### src/rtl/g9_multicycle_sequencer.sv
// G9 multi-cycle control sequencer: steps FETCH/DECODE/EXEC/MEM/WB and emits registered datapath enables.
// Optional performance counters are built only when G9_SEQ_PERF_EN is defined.
module g9_multicycle_sequencer #(
    parameter int size     = 32,
    parameter int IMEM_LAT = 1,
    parameter int DMEM_LAT = 1
) (
    input  logic            clk,
    input  logic            reset,
    input  logic            run,
    input  logic            halt_req,
    input  logic            mem_read,
    input  logic            mem_write,
    input  logic            reg_write,
    input  logic            call,
    output logic            ir_en,
    output logic            alu_en,
    output logic            dmem_re,
    output logic            dmem_we,
    output logic            rf_we,
    output logic            pc_en,
    output logic [2:0]      state,
    output logic            busy,
    output logic            halted,
    output logic [size-1:0] cycle_count,
    output logic [size-1:0] instr_count
);

    typedef enum logic [2:0] {
        S_IDLE   = 3'd0,
        S_FETCH  = 3'd1,
        S_DECODE = 3'd2,
        S_EXEC   = 3'd3,
        S_MEM    = 3'd4,
        S_WB     = 3'd5,
        S_HALT   = 3'd6
    } state_t;

    typedef struct packed {
        logic ir;
        logic alu;
        logic dre;
        logic dwe;
        logic rfwe;
        logic pc;
        logic busy;
        logic halted;
    } outs_t;

    localparam logic [2:0] IMEM_LAST = 3'(IMEM_LAT - 1);
    localparam logic [2:0] DMEM_LAST = 3'(DMEM_LAT - 1);

    state_t     state_q, state_d, commit_state_s;
    logic [2:0] cnt_q, cnt_d;
    logic       rd_q, rd_d, wr_q, wr_d, wb_q, wb_d;
    outs_t      outs_q, outs_d;

    // Enables are a pure decode of (state, wait count, latched flags); evaluated on next-state values so they can be flopped.
    function automatic outs_t decode_outs(input state_t st, input logic [2:0] cnt,
                                          input logic rd, input logic wr, input logic wb);
        outs_t o;
        o = '0;
        case (st)
            S_FETCH: begin
                o.ir   = (cnt == IMEM_LAST);
                o.busy = 1'b1;
            end
            S_DECODE: o.busy = 1'b1;
            S_EXEC: begin
                o.alu  = 1'b1;
                o.pc   = ~(rd | wr | wb);
                o.busy = 1'b1;
            end
            S_MEM: begin
                o.dre  = rd;
                o.dwe  = wr & (cnt == 3'd0);
                o.pc   = ~rd & (cnt == DMEM_LAST);
                o.busy = 1'b1;
            end
            S_WB: begin
                o.rfwe = 1'b1;
                o.pc   = 1'b1;
                o.busy = 1'b1;
            end
            S_HALT:  o.halted = 1'b1;
            default: o = '0;
        endcase
        return o;
    endfunction

    // Next-state, wait counter, flag latching and next-cycle output decode.
    always_comb begin
        state_d = state_q;
        cnt_d   = cnt_q;
        rd_d    = rd_q;
        wr_d    = wr_q;
        wb_d    = wb_q;
        if (halt_req) begin
            commit_state_s = S_HALT;
        end else if (run) begin
            commit_state_s = S_FETCH;
        end else begin
            commit_state_s = S_IDLE;
        end
        case (state_q)
            S_IDLE: begin
                if (run) begin
                    state_d = S_FETCH;
                end else begin
                    state_d = S_IDLE;
                end
                cnt_d = 3'd0;
            end
            S_FETCH: begin
                if (cnt_q == IMEM_LAST) begin
                    state_d = S_DECODE;
                    cnt_d   = 3'd0;
                end else begin
                    cnt_d = cnt_q + 3'd1;
                end
            end
            S_DECODE: begin
                rd_d    = mem_read;
                wr_d    = mem_write;
                wb_d    = reg_write | call;
                state_d = S_EXEC;
            end
            S_EXEC: begin
                if (rd_q | wr_q) begin
                    state_d = S_MEM;
                    cnt_d   = 3'd0;
                end else if (wb_q) begin
                    state_d = S_WB;
                end else begin
                    state_d = commit_state_s;
                end
            end
            S_MEM: begin
                if (cnt_q == DMEM_LAST) begin
                    cnt_d = 3'd0;
                    if (rd_q) begin
                        state_d = S_WB;
                    end else begin
                        state_d = commit_state_s;
                    end
                end else begin
                    cnt_d = cnt_q + 3'd1;
                end
            end
            S_WB:    state_d = commit_state_s;
            S_HALT:  state_d = S_HALT;
            default: begin
                state_d = S_IDLE;
                cnt_d   = 3'd0;
            end
        endcase
        outs_d = decode_outs(state_d, cnt_d, rd_d, wr_d, wb_d);
    end

    // Sequencer state and registered enables; reset abandons any in-flight instruction.
    always_ff @(posedge clk or posedge reset) begin
        if (reset) begin
            state_q <= S_IDLE;
            cnt_q   <= 3'd0;
            rd_q    <= 1'b0;
            wr_q    <= 1'b0;
            wb_q    <= 1'b0;
            outs_q  <= '0;
        end else begin
            state_q <= state_d;
            cnt_q   <= cnt_d;
            rd_q    <= rd_d;
            wr_q    <= wr_d;
            wb_q    <= wb_d;
            outs_q  <= outs_d;
        end
    end

    assign state   = state_q;
    assign ir_en   = outs_q.ir;
    assign alu_en  = outs_q.alu;
    assign dmem_re = outs_q.dre;
    assign dmem_we = outs_q.dwe;
    assign rf_we   = outs_q.rfwe;
    assign pc_en   = outs_q.pc;
    assign busy    = outs_q.busy;
    assign halted  = outs_q.halted;

`ifdef G9_SEQ_PERF_EN
    logic [size-1:0] cycle_count_q, cycle_count_d;
    logic [size-1:0] instr_count_q, instr_count_d;

    // Counters advance on the registered busy and pc_en of the cycle just ending.
    always_comb begin
        cycle_count_d = cycle_count_q + {{(size-1){1'b0}}, outs_q.busy};
        instr_count_d = instr_count_q + {{(size-1){1'b0}}, outs_q.pc};
    end

    // Performance counter registers.
    always_ff @(posedge clk or posedge reset) begin
        if (reset) begin
            cycle_count_q <= '0;
            instr_count_q <= '0;
        end else begin
            cycle_count_q <= cycle_count_d;
            instr_count_q <= instr_count_d;
        end
    end

    assign cycle_count = cycle_count_q;
    assign instr_count = instr_count_q;
`else
    assign cycle_count = '0;
    assign instr_count = '0;
`endif

endmodule

### config.mk
export PLATFORM = sky130hd
export DESIGN_NAME = g9_multicycle_sequencer
export DESIGN_NICKNAME = d
export VERILOG_FILES = /design/src/rtl/g9_multicycle_sequencer.sv
export SDC_FILE = /design/constraint.sdc
export NUM_CORES = 1
export LEC_CHECK = 0
export CAP_MARGIN = 15
export CORE_ASPECT_RATIO = 1.2
export CORE_MARGIN = 2
export CORE_UTILIZATION = 38
export DETAILED_ROUTE_END_ITERATION = 10
export PLACE_DENSITY_LB_ADDON = 0.15
export SYNTH_ARGS = -nofsm -noshare
export SYNTH_HDL_FRONTEND = slang
export SYNTH_SLANG_ARGS = --single-unit
### constraint.sdc
create_clock -name clk -period 2.1 [get_ports clk]
set_input_delay 0.525 -clock clk [delete_from_list [all_inputs] [get_ports clk]]
set_output_delay 0.525 -clock clk [all_outputs]
set_load 0.005 [all_outputs]
==> results of run 1 <==
-- per-layer routing --
metal,share of wire,GRT usage,vias to the layer above
met5,0,0,-
met4,0.018,0.0494,0
met3,0.084,0.0343,6
met2,0.53,0.184,57
met1,0.36,0.129,458
li1,-,-,459
-- where the power goes --
| part | switching [mW] | total [mW] | leakage [nW] | internal (mW) |
|---|---|---|---|---|
| registers | 0.139 | 0.588 | 0.218 | 0.449 |
| clock network | 0.108 | 0.239 | 0.0255 | 0.131 |
| logic | 0.441 | 0.957 | 0.536 | 0.516 |
| total | 0.688 | 1.78 | 0.779 | 1.10 |
-- flip-flops by register name, indices dropped and copies added, names as in the netlist --
| register | flops |
|---|---|
| alu_en | 1 |
| busy | 1 |
| cnt_q | 3 |
| dmem_re | 1 |
| dmem_we | 1 |
| halted | 1 |
| ir_en | 1 |
| pc_en | 1 |
| rd_q | 1 |
| rf_we | 1 |
| state | 3 |
| wb_q | 1 |
| wr_q | 1 |
-- through the flow --
| stage | setup slack, ps | total power, mW | instances | cell area, sq um | TNS [ps] |
|---|---|---|---|---|---|
| after CTS | 29.0 | 1.77 | 237 | 1530 | 0 |
| after detailed placement | -238 | 1.53 | 233 | 1490 | -1240 |
| after global routing | -5.24 | 1.93 | 237 | 1550 | -5.24 |
| final | 98.7 | 1.78 | 237 | 1550 | 0 |
| after floorplan | 361 | 1.22 | 222 | 1680 | 0 |
| after global placement | -176 | 1.52 | 233 | 1490 | -884 |
-- kinds of logic after synthesis --
logic type      synth area share
xor+xnor                 0.00607
compound gates             0.120
simple gates               0.172
fa+ha+maj                 0.0173
other cells              0.00260
flops                      0.295
mux                       0.0225
buf+inv                    0.366
-- cell usage in the layout (no fill, tap or decap), types with 5 or more instances in the layout --
| cell | instances |
|---|---|
| dfrtp_1 | 17 |
| o21ai_1 | 5 |
| buf_4 | 9 |
| inv_1 | 6 |
| a21oi_1 | 6 |
| conb_1 | 64 |
| clkdlybuf4s50_1 | 17 |
-- path summary, 6_finish.rpt --
| check | to | slack (ps) | cells after the start |
|---|---|---|---|
| hold reg to reg | cnt_q[1] | 570 | 1 |
| setup reg to reg | pc_en | 180 | 8 |
| max in group asynchronous | state[2] | 1040 | 2 |
| setup / recovery | state[1] | 100 | 1 |
| min in group asynchronous | busy | 660 | 2 |
| hold / removal | cnt_q[1] | 570 | 1 |
-- cell type report --
cell class                 instances  area share
clock buffer                       3      0.0266
clock inverter                     1     0.00322
inverter                           6      0.0145
multi-input combinational        131       0.479
sequential                        17       0.274
tap                               52      0.0419
timing repair buffer              27       0.161
-- worst reg2reg max path, cell delays in order (launching register included) --
cell      delay, ps
dfrtp_1         380
inv_1            80
ha_1            240
or3b_1          370
a211oi_2        220
a221oi_1         80
buf_4           170
a211oi_2        200
a21oi_1          60
-- timing repair --
| item | in CTS | in global routing |
|---|---|---|
| hold endpoints to repair | 0 | 0 |
| endpoints found under the setup margin | 0 | 4 |
| gates resized for setup | 0 | 5 |
==> impl_metrics.py, run 1 <==
metrics = {
    "outcome": {
        "status": "finished, final reports clean",
    },
    "timing": {
        "worst_hold_slack_ps": 572,
        "fmax_mhz": 500,
        "period_share": 0.953,
        "skew_ps": 2.09,
        "hold_viol": 0,
        "rsz0062_at_grt": "yes",
        "finalCriticalPeriod_ps": 2000,
        "timing.final.setup_violations": 0,
        "slew-limit-headroom": 0.578,
        "tightest_slew_ps": 632,
        "finalMaxSlewViolations": 0,
    },
    "route": {
        "drt_iter0_markers": 14,
        "wl_per_cell_microns": 10.1,
        "routed_wirelength_microns": 2400,
        "dr.pass1.iters": 4,
        "drc": 0,
        "viasPerCell": 4.14,
        "num_vias": 980,
        "drtAntennaViolNets": 0,
    },
    "die": {
        "die_h_microns": 71.5,
        "coreArea_sq_um": 3630,
        "rows": 24,
        "ios": 83,
        "chipWidth_microns": 60.3,
        "start_util": 0.397,
        "die-area_sq_um": 4310,
    },
    "grt": {
        "overflow": 0,
        "grt_max_degree": 18,
        "grt_pass1_wl_microns": 3640,
        "grt_pass1_vias": 827,
        "antenna_found_initial": 0,
        "grt_usage": 0.111,
    },
    "pwr": {
        "peakVddDrop_uv": 422,
        "power_density_nw_per_um2": 1150,
        "leakage_nw": 0.779,
    },
    "run": {
        "cap_viol_max_count": 0,
    },
    "synth": {
        "yosysMostFrequentCell": "buf_4",
        "synth_top_area_cell": "buf_4",
        "synthArstFlopShare": 1.00,
        "yosysUniqueCellTypes": 42,
        "yosysWarnings": 0,
        "yosys-top-cells-count": "66 x buf_4, 17 x dfrtp_1, 6 x a21oi_1, 6 x inv_1",
        "synth_edf_count": 0,
        "yosysSeqAreaShare": 0.295,
        "syn_area_per_cell_sq_um": 9.08,
        "synth_top_area_frac": 0.343,
        "syn_inst": 159,
        "syn_area_sq_um": 1440,
        "ys_ff_latch": 17,
        "netlist_top_cells_area": "buf_4 34%, dfrtp_1 29%, nor2b_1 2.2%",
        "synth-main-ff-cell": "dfrtp_1",
    },
    "clocking": {
        "clk_pin_slew_ps": 70,
        "post_cts_buffers": 0,
        "cts_tree": "yes",
        "ctsLongestPathBuffers": 2,
        "cts-root-buf": "clkbuf_8",
        "h-tree-depth": 1,
        "hold_buffers": 0,
        "cts_sinks": 17,
        "worstSkewPairLatency_ps": 250,
        "cts_made_buffers": 3,
    },
    "setup_path": {
        "r2r-start": "cnt_q[0]",
        "crit_start": "state[1]",
        "cp.arrival_ps": 1480,
        "cp_num_buf_inv": 1,
        "path_cells": "clkdlybuf4s50_1",
        "crit_path_max_incr_delay_ps": 640,
        "critPathKind": "flop to output pin",
        "cp_slowest_cell": "dfrtp_1",
        "critPathTopFamily": "flip-flops",
        "crit_required_ps": 1570,
        "worst_setup_path_end_kind": "output pin",
        "crit_fanout": 12,
        "startpoint_type": "flop",
    },
    "layout": {
        "fillers": 375,
        "multiInputGateArea_sq_um": 744,
        "syn2layout_area_growth_pct": 7.63,
        "drive_gt1_frac": 0.146,
        "ff_latch_area_sq_um": 425,
        "final_nets": 196,
        "fin_util": 0.428,
        "antenna_cells": 0,
    },
    "place": {
        "hpwl_microns": 1990,
        "port_buffers": 18,
        "gp_congestion": 0.903,
    },
    "worst_hold_path": {
        "hold_path.class": "flop to flop",
        "min_from": "cnt_q[1]",
    },
}
Note: power is estimated with default switching activity, not from simulation.
==> run 2, diff against run 1 <==
- CTS_CLUSTER_SIZE: unset -> 12
==> results of run 2 <==
Final layout, timing and power as in run 1 (identical DEF).
